<file path="src/rtl/alu_test_driver.sv">
// -----------------------------------------------------------------------------
// alu_test_driver
//   Self-checking stimulus source for a 4-bit ALU. A 16-bit Galois LFSR
//   (right shift, taps 16'hB400) produces one operand/opcode vector per cycle.
//   The vector is driven onto the ALU inputs from registers. On the next edge
//   the combinational ALU response is compared with an internal golden model.
//   The block counts vectors and mismatches and records the first failing
//   vector.
//
// Ports
//   clk             in   rising-edge clock
//   rst_n           in   asynchronous active-low reset
//   start           in   run request, honoured only in IDLE or DONE
//   alu_a/alu_b     out  4-bit operands driven to the ALU (registered)
//   alu_opcode      out  3-bit opcode driven to the ALU (registered)
//   alu_result      in   ALU result for the currently driven vector
//   alu_zero        in   ALU zero flag for the currently driven vector
//   busy            out  high while a run is in progress
//   done            out  high once the run has finished, held until next start
//   pass            out  valid with done: no mismatching vector in the run
//   vec_count       out  vectors checked in the current run
//   err_count       out  mismatching vectors (saturating)
//   first_err_valid out  a mismatch has been captured this run
//   first_err_vec   out  {opcode, a, b} of the first mismatching vector
// -----------------------------------------------------------------------------
module alu_test_driver #(
  parameter int          NUM_VECTORS = 256,
  parameter logic [15:0] SEED        = 16'hACE1,
  parameter int          CNT_W       = 16
) (
  input  logic             clk,
  input  logic             rst_n,
  input  logic             start,
  output logic [3:0]       alu_a,
  output logic [3:0]       alu_b,
  output logic [2:0]       alu_opcode,
  input  logic [3:0]       alu_result,
  input  logic             alu_zero,
  output logic             busy,
  output logic             done,
  output logic             pass,
  output logic [CNT_W-1:0] vec_count,
  output logic [CNT_W-1:0] err_count,
  output logic             first_err_valid,
  output logic [10:0]      first_err_vec
);

  typedef enum logic [1:0] {
    IDLE = 2'd0,
    RUN  = 2'd1,
    DONE = 2'd2
  } state_t;

  // An all-zero state would lock the LFSR, so a zero seed is replaced by 1.
  localparam logic [15:0]      SEED_EFF = (SEED == 16'h0000) ? 16'h0001 : SEED;
  localparam logic [CNT_W-1:0] NUM_C    = CNT_W'(NUM_VECTORS);
  localparam logic [CNT_W-1:0] CNT_MAX  = '1;

  function automatic logic [3:0] golden(input logic [3:0] a, input logic [3:0] b,
                                        input logic [2:0] op);
    logic [3:0] r;
    case (op)
      3'd0:    r = a + b;
      3'd1:    r = a - b;
      3'd2:    r = a & b;
      3'd3:    r = a | b;
      3'd4:    r = a ^ b;
      3'd5:    r = {3'b000, (a == b)};
      3'd6:    r = {3'b000, (a < b)};
      default: r = 4'h0;
    endcase
    return r;
  endfunction

  function automatic logic [15:0] lfsr_next(input logic [15:0] s);
    return s[0] ? ((s >> 1) ^ 16'hB400) : (s >> 1);
  endfunction

  state_t           state_q, state_d;
  logic [15:0]      lfsr_q, lfsr_d;
  logic [3:0]       a_q, a_d, b_q, b_d;
  logic [2:0]       op_q, op_d;
  logic             done_q, done_d, pass_q, pass_d;
  logic [CNT_W-1:0] vec_q, vec_d, err_q, err_d;
  logic             fev_q, fev_d;
  logic [10:0]      fe_q, fe_d;

  logic [3:0]       exp_res;
  logic             mismatch;
  logic [15:0]      lfsr_adv;
  logic [CNT_W-1:0] vec_inc;
  logic [CNT_W-1:0] err_inc;

  assign exp_res  = golden(a_q, b_q, op_q);
  assign mismatch = (alu_result != exp_res) || (alu_zero != (exp_res == 4'h0));
  assign lfsr_adv = lfsr_next(lfsr_q);
  assign vec_inc  = vec_q + 1'b1;
  assign err_inc  = (err_q == CNT_MAX) ? err_q : err_q + 1'b1;

  always_comb begin
    state_d = state_q;
    lfsr_d  = lfsr_q;
    a_d     = a_q;
    b_d     = b_q;
    op_d    = op_q;
    done_d  = done_q;
    pass_d  = pass_q;
    vec_d   = vec_q;
    err_d   = err_q;
    fev_d   = fev_q;
    fe_d    = fe_q;
    case (state_q)
      IDLE, DONE: begin
        if (start) begin
          state_d = RUN;
          lfsr_d  = SEED_EFF;
          a_d     = SEED_EFF[3:0];
          b_d     = SEED_EFF[7:4];
          op_d    = SEED_EFF[10:8];
          done_d  = 1'b0;
          pass_d  = 1'b0;
          vec_d   = '0;
          err_d   = '0;
          fev_d   = 1'b0;
          fe_d    = '0;
        end
      end
      RUN: begin
        vec_d = vec_inc;
        if (mismatch) begin
          err_d = err_inc;
          if (!fev_q) begin
            fev_d = 1'b1;
            fe_d  = {op_q, a_q, b_q};
          end
        end
        if (vec_inc == NUM_C) begin
          // Last vector checked: the ALU inputs keep the final vector.
          state_d = DONE;
          done_d  = 1'b1;
          pass_d  = (err_q == '0) && !mismatch;
        end else begin
          lfsr_d = lfsr_adv;
          a_d    = lfsr_adv[3:0];
          b_d    = lfsr_adv[7:4];
          op_d   = lfsr_adv[10:8];
        end
      end
      default: state_d = IDLE;
    endcase
  end

  always_ff @(posedge clk or negedge rst_n) begin
    if (!rst_n) begin
      state_q <= IDLE;
      lfsr_q  <= '0;
      a_q     <= '0;
      b_q     <= '0;
      op_q    <= '0;
      done_q  <= 1'b0;
      pass_q  <= 1'b0;
      vec_q   <= '0;
      err_q   <= '0;
      fev_q   <= 1'b0;
      fe_q    <= '0;
    end else begin
      state_q <= state_d;
      lfsr_q  <= lfsr_d;
      a_q     <= a_d;
      b_q     <= b_d;
      op_q    <= op_d;
      done_q  <= done_d;
      pass_q  <= pass_d;
      vec_q   <= vec_d;
      err_q   <= err_d;
      fev_q   <= fev_d;
      fe_q    <= fe_d;
    end
  end

  assign alu_a           = a_q;
  assign alu_b           = b_q;
  assign alu_opcode      = op_q;
  assign busy            = (state_q == RUN);
  assign done            = done_q;
  assign pass            = pass_q;
  assign vec_count       = vec_q;
  assign err_count       = err_q;
  assign first_err_valid = fev_q;
  assign first_err_vec   = fe_q;

endmodule

</file>
<file path="config.mk">
export PLATFORM = sky130hd
export DESIGN_NAME = alu_test_driver
export DESIGN_NICKNAME = d
export VERILOG_FILES = /design/src/rtl/alu_test_driver.sv
export SDC_FILE = /design/constraint.sdc
export NUM_CORES = 1
export LEC_CHECK = 0
export ABC_AREA = 1
export CAP_MARGIN = 20
export CORE_MARGIN = 4
export CORE_UTILIZATION = 40
export DETAILED_ROUTE_END_ITERATION = 6
export GPL_TIMING_DRIVEN = 1
export PLACE_DENSITY = 0.72
export SLEW_MARGIN = 20
export SYNTH_ARGS = -nofsm -noshare
export SYNTH_HDL_FRONTEND = slang
export SYNTH_SLANG_ARGS = --single-unit
</file>
<file path="constraint.sdc">
create_clock -name clk -period 3.5 [get_ports clk]
set_input_delay 0.525 -clock clk [delete_from_list [all_inputs] [get_ports clk]]
set_output_delay 0.525 -clock clk [all_outputs]
set_load 0.1 [all_outputs]
</file>
==> run_results.csv, run 1 <==
group,metric,value,unit
critical_path,critPathKind,"reg2reg",
drt,finalWirelength,10580,um
die,coreArea,9864,um2
clocking,path_clk_slew,0.08,ns
status,outcome,"finished clean",
logic_synthesis,syn_avg_cell_area,7.291,um2
die,initial_utilization,41.54,%
logic_synthesis,seq_area_frac_synth,39.08,%
die,io_pins,66,
placed_design,dp_hpwl,7764,um
timing,slew_headroom,32.61,%
clocking,clock_tree.root_cell,"sky130_fd_sc_hd__clkbuf_8",
global_routing,grt.total_usage,18.65,%
die,x_dimension_of_the_die,109.2,um
drt,remaining_routing_drc_violations,0,
global_routing,largest_net_degree_at_the_start_of_global_routing,44,
logic_synthesis,yosys_warnings,0,
timing,unrepaired_setup_endpoints_after_global_routing,"false",
global_routing,grt_pass1_vias,3746,
die,num_rows,36,
layout,layout.nets,638,
run,timing.max_cap.violations,0,
logic_synthesis,syn_inst,562,
global_routing,wire_length_of_the_first_global_routing_pass,17930,um
logic_synthesis,ys_seq_elements,64,
drt,via_count,3887,
critical_path,crit_fanout,14,
clocking,htree_num_levels,3,
clocking,cts_repair_resize_count,0,
critical_path,cp-start-kind,"flop",
drt,wl_per_cell,14.10,um
clocking,tritoncts,"yes",
timing,hold_violations,0,
placed_design,port-buffer-count,65,
layout,diodes,0,
clocking,cts_inserted_buffers,9,
die,floorplan.die_area,11930,um2
logic_synthesis,post_synth_instance_area,4098,um2
clocking,cts_num_sinks,64,
timing,finalMaxSlewViolations,0,
timing,fin_tns_setup,0,ns
drt,drt_first_pass_iters,5,
critical_path,critical_path_required,3.72,ns
min_path,timing.hold.worst.class,"in2async",
timing,clock.fmax,341.0,MHz
die,chipHeight,109.2,um
global_routing,antenna_violations_before_repair,0,
critical_path,timing.critical_path.slowest_stage_cell,"sky130_fd_sc_hd__dfrtp_1",
critical_path,cp.arrival,3.16,ns
clocking,clock_latency,0.34,ns
critical_path,crit_path_capture_type,"flop",
logic_synthesis,yosys.cell_types.count,31,
layout,fraction_of_layout_instances_using_a_drive_strength_above_1,6.645,%
layout,area_growth_syn_to_layout,20.89,%
global_routing,globalRoute.totalOverflow,0,
clocking,cts-root-to-sink-buffers,2,
drt,ant_nets,0,
drt,viasPerCell,5.183,
timing,fin_skew,0.01275,ns
timing,layout_min_cycle_time,2.932,ns
critical_path,cpPeakStageDelay,0.52,ns
clocking,cts_hold_buffers,0,
clocking,post-cts-setup-buffer-count,0,
logic_synthesis,synth_nets,587,
timing,layout_worst_path_cycle_share,83.79,%
critical_path,cp_cell_sequence,"inv_1, fa_1, nor3_1, nor2_1, nor2_1, nand3_1, nor3_1, nor2_2, nand2_2, nand3_1, nand2_1, nand2_1",
placed_design,gpl.final_weighted_congestion,0.8401,
timing,setup_viol_count_final,0,
layout,filler_cell_count,965,
drt,count_of_routing_violations_after_the_opening_detailed_route_iteration,283,
timing,worst-slew-pin-transition,1.008,ns
## placed cells by master (no fill, tap or decap), types with 6 or more instances in the layout
master and count:
sky130_fd_sc_hd__buf_4 9, sky130_fd_sc_hd__o21ai_0 22, sky130_fd_sc_hd__dfrtp_1 64, sky130_fd_sc_hd__o21ai_1 15, sky130_fd_sc_hd__o22ai_1 13, sky130_fd_sc_hd__nor2_1 60, sky130_fd_sc_hd__clkdlybuf4s50_1 62, sky130_fd_sc_hd__clkbuf_8 9
sky130_fd_sc_hd__nand2_1 150, sky130_fd_sc_hd__nor3_1 17, sky130_fd_sc_hd__xor2_1 7, sky130_fd_sc_hd__a21oi_1 17, sky130_fd_sc_hd__nand3_1 28, sky130_fd_sc_hd__inv_1 59, sky130_fd_sc_hd__ha_1 15, sky130_fd_sc_hd__nand4_1 35
sky130_fd_sc_hd__nor2_2 6
## flip-flops by register name, indices dropped and copies added, names as in the netlist
signal,cells
err_count,16
lfsr_q,16
vec_count,16
first_err_vec,11
state_q,2
done,1
first_err_valid,1
pass,1
## cell type report
| type | count | area, um2 | area share [%] |
|---|---|---|---|
| clock buffers | 9 | 123.9 | 2.501 |
| clock inverters | 6 | 85.08 | 1.718 |
| inverters | 62 | 232.7 | 4.698 |
| multi-input cells | 404 | 2051 | 41.40 |
| flip-flops and latches | 64 | 1602 | 32.33 |
| well taps | 133 | 166.4 | 3.359 |
| repair buffers | 72 | 693.2 | 13.99 |
## through the flow
stage	setup WS, ns	area [um2]	util, %	hold slack (ns)	std cells
6_report	0.5675	4954	50.22	0.1481	750
5_1_grt	0.1513	4954	50.22	0.1768	750
4_1_cts	0.5696	4954	50.22	0.1576	750
3_5_place_dp	0.6312	4745	48.10	0.4673	735
3_3_place_gp	0.6507	4745	48.10	0.4617	735
2_1_floorplan	0.7337	4098	-	0.2294	562
## synth_stat cells (all sizes together)
cell type | instances | area share (%)
o21a | 2 | 0.37
nor2 | 66 | 6.4
nor3 | 17 | 2.1
nand3 | 31 | 4.2
xor2 | 7 | 1.5
o21ai | 37 | 4.5
nand3b | 1 | 0.18
fa | 2 | 0.98
clkinv | 1 | 0.092
o21bai | 1 | 0.18
a22o | 1 | 0.21
dfrtp | 64 | 39
inv | 61 | 5.6
o22ai | 13 | 2.0
nand2 | 153 | 14
buf | 24 | 4.5
xnor2 | 1 | 0.21
ha | 15 | 4.6
nor4 | 4 | 0.76
a21oi | 17 | 2.1
clkbuf | 8 | 0.73
nand4 | 36 | 5.6
## critical path: cells and delay by family, from the launching register on
family	cells	cell delay, ns
buffers and inverters	1	0.20
DFF	1	0.52
adders and majority gates	1	0.48
and+or+nand+nor	10	1.62
## cell families after synthesis
family	after synthesis	synth area share [%]
compound gates	71	9.344
xor+xnor	8	1.710
fa+ha+maj	17	5.557
buf+inv	94	10.87
flops	64	39.08
simple gates	308	33.44
## routing by layer
layer / track usage [%] / wire length, um / up-vias
li1: - / - / 1941
met1: 25.96 / 5035 / 1819
met2: 30.35 / 4909 / 107
met3: 3.434 / 462 / 20
met4: 4.096 / 167 / 0
met5: 0 / 0 / -
## worst paths after layout
kind	startpoint	end	slack, ns	cells after the start
max	lfsr_q[1]	first_err_vec[2]	0.57	12
min	rst_n	vec_count[8]	0.15	1
max reg2reg	lfsr_q[1]	first_err_vec[2]	0.57	12
min reg2reg	first_err_vec[8]	first_err_vec[8]	0.48	2
max in group asynchronous	rst_n	first_err_vec[8]	2.41	2
min in group clk	first_err_vec[8]	first_err_vec[8]	0.48	2
Power of run 1 is not shown: default switching activity piles up to over one toggle a cycle in this logic, so the estimate is an artifact.
==> inputs of run 2 (changes only) <==
==> constraint.sdc (replaced) <==
create_clock -name clk -period 2.85 [get_ports clk]
set_input_delay 0.4275 -clock clk [delete_from_list [all_inputs] [get_ports clk]]
set_output_delay 0.4275 -clock clk [all_outputs]
set_load 0.1 [all_outputs]
==> run 2 against run 1 <==
Against the previous run:
- sequential cell count unchanged
- count of clock-buffer cells in the layout increased by 1
- register-to-register slack got worse by 0.39 ns
- non-clock buffer count increased by 8
- sequential share of layout area decreased by 0.27 points
- hold slack got worse by 0.016 ns
- wire length increased by 3.6%
- largest cell class unchanged
- cell count increased by 1.3%
- maximum frequency increased by 9.9%
==> run_results.csv, run 2 (synthesis gave the netlist of run 1 again) <==
group,metric,value,unit
status,outcome,"finished clean",
critical_path,critical_path_required,3.09,ns
die,floorplan.die_area,11930,um2
run,timing.max_cap.violations,0,
drt,viasPerCell,5.296,
timing,worst-slew-pin-transition,0.7246,ns
placed_design,dp_hpwl,7917,um
critical_path,critPathKind,"reg2reg",
timing,setup_viol_count_final,0,
die,x_dimension_of_the_die,109.2,um
layout,area_growth_syn_to_layout,21.89,%
critical_path,cp.arrival,2.91,ns
timing,unrepaired_setup_endpoints_after_global_routing,"false",
placed_design,numPlacedInstances,740,
critical_path,crit_path_capture_type,"flop",
critical_path,cpPeakStageDelay,0.48,ns
critical_path,critical_path.reg2reg.startpoint,"lfsr_q[0]",
clocking,htree_num_levels,3,
global_routing,grt.total_usage,18.50,%
clocking,clock_tree.root_cell,"sky130_fd_sc_hd__clkbuf_8",
drt,remaining_routing_drc_violations,0,
drt,wl_per_cell,14.41,um
global_routing,largest_net_degree_at_the_start_of_global_routing,33,
timing,clock.fmax,374.7,MHz
clocking,clock_latency,0.35,ns
die,num_rows,36,
timing,fin_skew,0.01047,ns
global_routing,grt_pass1_vias,3808,
critical_path,cp-start-kind,"flop",
global_routing,antenna_violations_before_repair,0,
critical_path,cp_cell_sequence,"ha_2, inv_1, fa_1, nand3b_1, nand3_1, nor2_2, nand3_1, nor2_1, nor2_1, nor2_2, nand2_4, buf_4, nand4_1, nand2_1",
min_path,timing.hold.worst.class,"in2async",
drt,via_count,4025,
die,coreArea,9864,um2
layout,layout.cells.non_filler,760,
timing,fin_tns_setup,0,ns
clocking,cts_hold_buffers,0,
layout,layout_commonest_cell,"sky130_fd_sc_hd__nand2_1",
layout,fraction_of_layout_instances_using_a_drive_strength_above_1,18.02,%
critical_path,crit_startpoint,"lfsr_q[0]",
drt,count_of_routing_violations_after_the_opening_detailed_route_iteration,245,
layout,commonest_cells_after_routing_fill_and_taps_aside,"sky130_fd_sc_hd__nand2_1, sky130_fd_sc_hd__buf_4, sky130_fd_sc_hd__dfrtp_1, sky130_fd_sc_hd__nor2_1, sky130_fd_sc_hd__inv_1",
die,io_pins,66,
critical_path,timing.critical_path.slowest_stage_cell,"sky130_fd_sc_hd__fa_1",
timing,finalMaxSlewViolations,0,
layout,diodes,0,
layout,final_cell_area,4995,um2
global_routing,globalRoute.totalOverflow,0,
critical_path,crit_fanout,11,
timing,layout_min_cycle_time,2.668,ns
timing,layout_worst_path_cycle_share,93.63,%
global_routing,wire_length_of_the_first_global_routing_pass,17700,um
drt,drt_first_pass_iters,6,
timing,slew_headroom,51.70,%
timing,hold_violations,0,
clocking,cts_inserted_buffers,9,
clocking,tritoncts,"yes",
placed_design,port-buffer-count,65,
layout,layout.nets,647,
clocking,cts_num_sinks,64,
drt,finalWirelength,10950,um
placed_design,gpl.final_weighted_congestion,0.9519,
drt,ant_nets,0,
clocking,cts-root-to-sink-buffers,2,
die,initial_utilization,41.54,%
clocking,path_clk_slew,0.08,ns
placed_design,place_area,4642,um2
die,chipHeight,109.2,um
run 2: cell count changes in the layout (fill, tap and decap cells not counted), sizes merged:
| cell | previous run | this run |
|---|---|---|
| buf | 10 | 74 |
| bufinv | 2 | 4 |
| clkbuf | 9 | 10 |
| clkdlybuf4s50 | 62 | 6 |
| clkinvlp | 2 | 0 |
| nand3 | 31 | 32 |
run 2: final timing paths:
kind | end | slack (ns) | depth (start not counted)
worst max-delay path | err_count[1] | 0.18 | 14
worst min-delay path | vec_count[15] | 0.13 | 1
worst max register to register | err_count[1] | 0.18 | 14
worst min register to register | first_err_vec[2] | 0.47 | 2
max in group asynchronous | first_err_vec[2] | 2.00 | 2
min in group clk | first_err_vec[2] | 0.47 | 2
run 2: routing by layer:
| layer | share of wire, % | global-route usage, % | vias up |
|---|---|---|---|
| met5 | 0 | 0 | - |
| met4 | 2.3 | 6.144 | 0 |
| met3 | 6.1 | 4.322 | 26 |
| met1 | 45 | 24.38 | 1874 |
| li1 | - | - | 1972 |
| met2 | 47 | 30.00 | 153 |
run 2: repair_timing:
action / in CTS / in global routing
endpoints found under the setup margin: 0 / 27
resized for setup: 0 / 10
setup buffers: 0 / 3
run 2: final cells by class:
class	count	area (um2)
Fill cell	955	4870
Tap cell	133	166.4
Multi-Input combinational cell	405	2113
Inverter	62	232.7
Sequential cell	64	1602
Timing Repair Buffer	80	613.1
Clock buffer	10	137.6
Clock inverter	6	130.1
run 2: worst max-delay path: cells and delay by family (launching register included):
kind / cells / cell delay, ns
adders and majority gates: 2 / 0.73
buffers and inverters: 2 / 0.27
DFF: 1 / 0.42
and+or+nand+nor: 10 / 1.16
run 2: stage by stage:
stage | utilization, % | setup WS [ns] | hold slack (ns)
after global placement | 47.06 | 0.09533 | 0.4660
after detailed placement | 47.06 | 0.05976 | 0.4659
final | 50.63 | 0.1815 | 0.1318
after CTS | 49.77 | 0.02999 | 0.1498
after floorplan | - | 0.08370 | 0.1319
after global routing | 50.63 | 0.008408 | 0.1959
Power of run 2 is left out for the same reason.
==> patch 1: new RTL, config.mk and constraints of run 2 <==
Register the inputs `start`, `alu_result` and `alu_zero` before use. The logic sees them one clock later.
--- a/src/rtl/alu_test_driver.sv
+++ b/src/rtl/alu_test_driver.sv
@@ -56,6 +56,16 @@
   localparam logic [CNT_W-1:0] NUM_C    = CNT_W'(NUM_VECTORS);
   localparam logic [CNT_W-1:0] CNT_MAX  = '1;
 
+  logic start_q;
+  logic [3:0] alu_result_q;
+  logic alu_zero_q;
+
+  always_ff @(posedge clk) begin
+    start_q      <= start;
+    alu_result_q <= alu_result;
+    alu_zero_q   <= alu_zero;
+  end
+
   function automatic logic [3:0] golden(input logic [3:0] a, input logic [3:0] b,
                                         input logic [2:0] op);
     logic [3:0] r;
@@ -92,7 +102,7 @@
   logic [CNT_W-1:0] err_inc;
 
   assign exp_res  = golden(a_q, b_q, op_q);
-  assign mismatch = (alu_result != exp_res) || (alu_zero != (exp_res == 4'h0));
+  assign mismatch = (alu_result_q != exp_res) || (alu_zero_q != (exp_res == 4'h0));
   assign lfsr_adv = lfsr_next(lfsr_q);
   assign vec_inc  = vec_q + 1'b1;
   assign err_inc  = (err_q == CNT_MAX) ? err_q : err_q + 1'b1;
@@ -111,7 +121,7 @@
     fe_d    = fe_q;
     case (state_q)
       IDLE, DONE: begin
-        if (start) begin
+        if (start_q) begin
           state_d = RUN;
           lfsr_d  = SEED_EFF;
           a_d     = SEED_EFF[3:0];
Function: changed (Yosys sat finds a counterexample within 4 cycles, from zero or initial values and one cycle with rst_n low).
==> patch 1 against run 2 <==
- cell area is 0.45% higher
- wire length is 1.8% higher
- die area increased by 3.3%
- area after synthesis rose by 3.5%
- worst setup slack better by 0.040 ns
- sequential cell count increased by 6
- critical path type unchanged
- critical endpoint is now err_count[12]
==> patch 1: results (changes against run 2) <==
| Metric | Value |
|---|---|
| Placed Instances | 753 (+1.8%) |
| Number of vias per cell | 5.26 (-0.63%) |
| Worst hold margin | 0.0807 ns (-0.0511 ns) |
| Fillers | 1,007 (+5.4%) |
| Slack of the critical path | 0.221 ns (+0.0397 ns) |
| Total Wirelength | 11,200 um (+1.8%) |
| Clock latency on the worst-skew pair | 0.35 ns (about the same) |
| Detailed placer's ending HPWL | 8150 um (+2.9%) |
| Weighted congestion reported at the end of routability-driven placement | 0.964 (+1.3%) |
| Cells taking the most area after synthesis | sky130_fd_sc_hd__dfrtp_1, sky130_fd_sc_hd__nand2_1, sky130_fd_sc_hd__nor2_1 |
| Highest fanout seen on the critical path | 16 (+5) |
| Most common library cells after synthesis | sky130_fd_sc_hd__nand2_1, sky130_fd_sc_hd__nor2_1, sky130_fd_sc_hd__dfrtp_1, sky130_fd_sc_hd__inv_1, sky130_fd_sc_hd__nand4_1 |
| Number of global-route vias before repair | 4,002 (+5.1%) |
| Count of nets after finishing | 653 (+0.93%) |
| Fraction of registers with async set/reset | 0.914 (-0.0857) |
| Primary flip-flop cell chosen by synthesis mapping | sky130_fd_sc_hd__dfrtp_1 |
| Normalized max-slew margin | 0.503 (-0.0135) |
| Share of final-layout standard cells stronger than drive strength 1 | 0.179 (-0.00171) |
| Worst-case clock skew | 0.0121 ns (+0.00162 ns) |
| Post-DP Area | 4800 sq um (+3.3%) |
| Number of CTS-inserted buffers | 9 (unchanged) |
| Combined global-route utilization of all metal layers | 0.187 (+0.00200) |
| Hold/Removal Path Class | in2async |
| Post-placement worst setup slack | 0.116 ns (+0.0560 ns) |
| Router iterations before antenna repair | 5 (-1) |
| Cell family with most CP delay | simple AND/OR/NAND/NOR gates |
| Beginning of the worst register-to-register path | lfsr_q[4] |
| Capturing instance or port of the critical path | err_count[12] |
| Outcome | complete, no violations |
| Maximum number of pins on one net before global-route repair | 31 (-6.1%) |
| Initial drt markers | 274 (+12%) |
| Syn Inst Count | 573 (+2.0%) |
| Synth unique cells | 33 (+6.5%) |
| Post-synth net total | 598 (+1.9%) |
| Part of the Yosys area used for sequential elements | 0.406 (+0.0149) |
| First-pass GRT wire length | 19,300 um (+8.9%) |
| Cell with the biggest individual delay on the critical path | sky130_fd_sc_hd__fa_1 |
| Worst endpoint data arrival time | 2.86 ns (-0.05 ns) |
| Static leakage | roughly 2.5 nW |
| Final Instance Count excl. Fillers | 769 (+1.2%) |
==> patch 1: changes by cell type after synthesis, sizes merged, moves of 2 or more <==
cell | before | now
clkbuf | 8 | 12
nor4 | 4 | 2
nor2 | 66 | 70
dfxtp | 0 | 6
o21a | 2 | 0
inv | 61 | 65
nand2 | 153 | 157
xor2 | 7 | 9
buf | 24 | 20
nand4 | 36 | 34
a21oi | 17 | 13
==> patch 1: area by class of cell <==
type	instances	area, sq um	share of cell area
clock buffers	15	176	0.0352
multi-input cells	406	2100	0.419
well taps	136	170	0.0339
clock inverters	1	5.00	0.000998
repair buffers	76	596	0.119
inverters	65	244	0.0486
flip-flops and latches	70	1720	0.344
==> patch 1: repair_timing <==
item,CTS,global route
hold endpoints to repair,0,0
resized for setup,0,10
setup endpoints to repair,0,42
buffers inserted,0,0
==> patch 1: cell families after synthesis <==
family,after synthesis,synth area share
compound gates,66,0.0888
flops,70,0.406
fa+ha+maj,17,0.0537
buf+inv,97,0.108
simple gates,314,0.325
xor+xnor,9,0.0186
==> patch 1: layer usage <==
| layer | up-vias | wire length [um] | GRT usage | share of wire |
|---|---|---|---|---|
| li1 | 1967 | - | - | - |
| met1 | 1876 | 4960 | 0.247 | 0.44 |
| met2 | 170 | 5200 | 0.303 | 0.47 |
| met3 | 34 | 705 | 0.0464 | 0.063 |
| met4 | 0 | 280 | 0.0575 | 0.025 |
| met5 | - | 0 | 0 | 0 |
==> patch 1: power by group through the flow <==
stage | Combinational [W] | Sequential, W | Clock (W)
2_1_floorplan | 0.00209 | 0.00208 | 0
3_3_place_gp | 0.00333 | 0.00146 | 0
3_5_place_dp | 0.00336 | 0.00147 | 0
4_1_cts | 0.00337 | 0.00145 | 0.000756
5_1_grt | 0.00371 | 0.00148 | 0.000805
6_report | 0.00343 | 0.00145 | 0.000740
==> patch 2: new RTL, flow settings as in run 2 <==
Without the edit above. `CNT_W`: 16 -> 24.
--- a/src/rtl/alu_test_driver.sv
+++ b/src/rtl/alu_test_driver.sv
@@ -26,7 +26,7 @@
 module alu_test_driver #(
   parameter int          NUM_VECTORS = 256,
   parameter logic [15:0] SEED        = 16'hACE1,
-  parameter int          CNT_W       = 16
+  parameter int          CNT_W       = 24
 ) (
   input  logic             clk,
   input  logic             rst_n,
Ports: changed (resized err_count and vec_count); port bits go from 66 to 82. The function was not compared with the original's and may differ.
==> patch 2 against run 2 <==
- count of clock-buffer cells in the layout unchanged
- critical path depth up 1
- first-iteration DRC count up 89%
- core utilization down 1.7 points
- wire length up 46%
- synthesized cell count up 47%
- sequential cell count up 16
- cell area up 37%
- area after synthesis up 41%
- worst setup slack better by 0.057 ns
- critical path type unchanged
- critical endpoint is now first_err_vec[4]
Power is left out: the tool's default activity adds up to more than one toggle a clock period on the data nets, which glitch-free logic cannot reach.
==> patch 2: results (changes against run 2) <==
| Metric | Value |
|---|---|
| Fillers | 1,426 (+49%) |
| Buffers on Ports | 81 (+25%) |
| Number of global-route vias before repair | 5,451 (+43%) |
| Logic depth of the worst register-to-register path | 15 (+1) |
| Beginning of the worst register-to-register path | lfsr_q[0] |
| Worst hold margin | 0.0366 ns (-0.0952 ns) |
| Post-synth net total | 850 (+45%) |
| First-pass GRT wire length | 27,400 um (+55%) |
| Hold/Removal Path Class | in2async |
| Number of vias per cell | 5.29 (-0.11%) |
| Maximum number of pins on one net before global-route repair | 47 (+42%) |
| Combined global-route utilization of all metal layers | 0.204 (+0.0190) |
| Highest fanout seen on the critical path | 15 (+4) |
| Warnings, synthesis | 0 (unchanged) |
| Slew at the pin closest to its max-slew limit | 0.593 ns (-0.131 ns) |
| Clock latency on the worst-skew pair | 0.35 ns (about the same) |
| Weighted congestion reported at the end of routability-driven placement | 0.948 (-0.43%) |
| Part of the Yosys area used for sequential elements | 0.348 (-0.0433) |
| Largest incremental delay on the critical path | 0.44 ns (-0.04 ns) |
| Clock root buffer | sky130_fd_sc_hd__clkbuf_16 |
| Fraction of registers with async set/reset | 1.00 (unchanged) |
| Number of CTS-inserted buffers | 9 (unchanged) |
| Final antenna-violating net count | 0 (unchanged) |
| Buffers inserted during post-CTS setup optimization | 0 (unchanged) |
| Synth unique cells | 42 (+35%) |
| Initial antenna violation count | 0 (unchanged) |
| Detailed placer's ending HPWL | 11,500 um (+46%) |
| Worst endpoint data arrival time | 2.85 ns (-0.06 ns) |
| Worst-case clock skew | 0.00986 ns (-0.000603 ns) |
| Maximum number of buffers from clock root to sink | 2 (unchanged) |
| Initial drt markers | 462 (+89%) |
| Count of nets after finishing | 919 (+42%) |
| Cells taking the most area after synthesis | sky130_fd_sc_hd__dfrtp_1, sky130_fd_sc_hd__nand2_1, sky130_fd_sc_hd__nand3_1 |
| Reg2Reg Setup Slack | 0.24 ns (+0.06 ns) |
| Cell with the biggest individual delay on the critical path | sky130_fd_sc_hd__dfrtp_2 |
| RR Endpoint | first_err_vec[4] |
| H-tree levels | 3 (unchanged) |
| Outcome | complete, no violations |
| Most common library cells after synthesis | sky130_fd_sc_hd__nand2_1, sky130_fd_sc_hd__nor2_1, sky130_fd_sc_hd__inv_1, sky130_fd_sc_hd__dfrtp_1, sky130_fd_sc_hd__nand3_1 |
| Clock slew seen by the registers of the worst setup and hold paths | 0.06 ns (-0.02 ns) |
| Router iterations before antenna repair | 5 (-1) |
| Wire length per cell | 14.8 um (+2.6%) |
| CTS resizes | 0 (unchanged) |
| Share of final-layout standard cells stronger than drive strength 1 | 0.172 (-0.00781) |
| Number of antenna repair diodes | 0 (unchanged) |
==> patch 2: kinds of logic (layout without fill, tap and decap cells) <==
logic type	count (synthesis)	after routing	synth area share
and+or+nand+nor	523	523	0.428
adders and majority gates	17	17	0.0395
buffers and inverters	133	207	0.106
AOI/OAI and AO/OA	54	54	0.0521
DFF	80	80	0.348
xor gates and xnor gates	18	18	0.0274
==> patch 2: metal layers <==
layer  part of all wire  global-route usage
met3              0.055              0.0446
met1               0.47               0.290
met4              0.019              0.0655
met2               0.46               0.310
met5                  0                   0
==> patch 2: worst max-delay path, delay by kind of cell, from the launching register on <==
kind	cells	cell delay, ns
and+or+nand+nor	10	1.20
adders and majority gates	2	0.56
DFF	1	0.44
buffers and inverters	2	0.17
xor gates and xnor gates	1	0.14
==> patch 2: stage by stage <==
stage               instance area [sq um]  setup WS (ns)  instances  TNS [ns]
detailed placement                   6510         0.0572       1063         0
global route                         6850        -0.0240       1079   -0.0992
floorplan                            5760         0.0832        825         0
finish                               6850          0.239       1079         0
global placement                     6510          0.159       1063         0
CTS                                  6810         0.0537       1079         0
==> patch 2: how the worst max path moves through the flow <==
stage	depth (start not counted)	slack [ns]	from	endpoint
final	15	0.24	lfsr_q[0]	first_err_vec[4]
after floorplan	11	0.08	err_count[0]	err_count[18]
after global placement	14	0.16	lfsr_q[0]	first_err_vec[1]
after CTS	13	0.05	lfsr_q[0]	first_err_vec[4]
after global routing	16	-0.02	lfsr_q[0]	err_count[1]
after detailed placement	13	0.06	lfsr_q[0]	first_err_vec[4]
==> patch 2: layout make-up <==
cell class	count	area share
multi-input combinational	612	0.463
inverter	91	0.0499
clock buffer	10	0.0349
tap	180	0.0329
clock inverter	6	0.00859
sequential	80	0.293
timing repair buffer	100	0.118
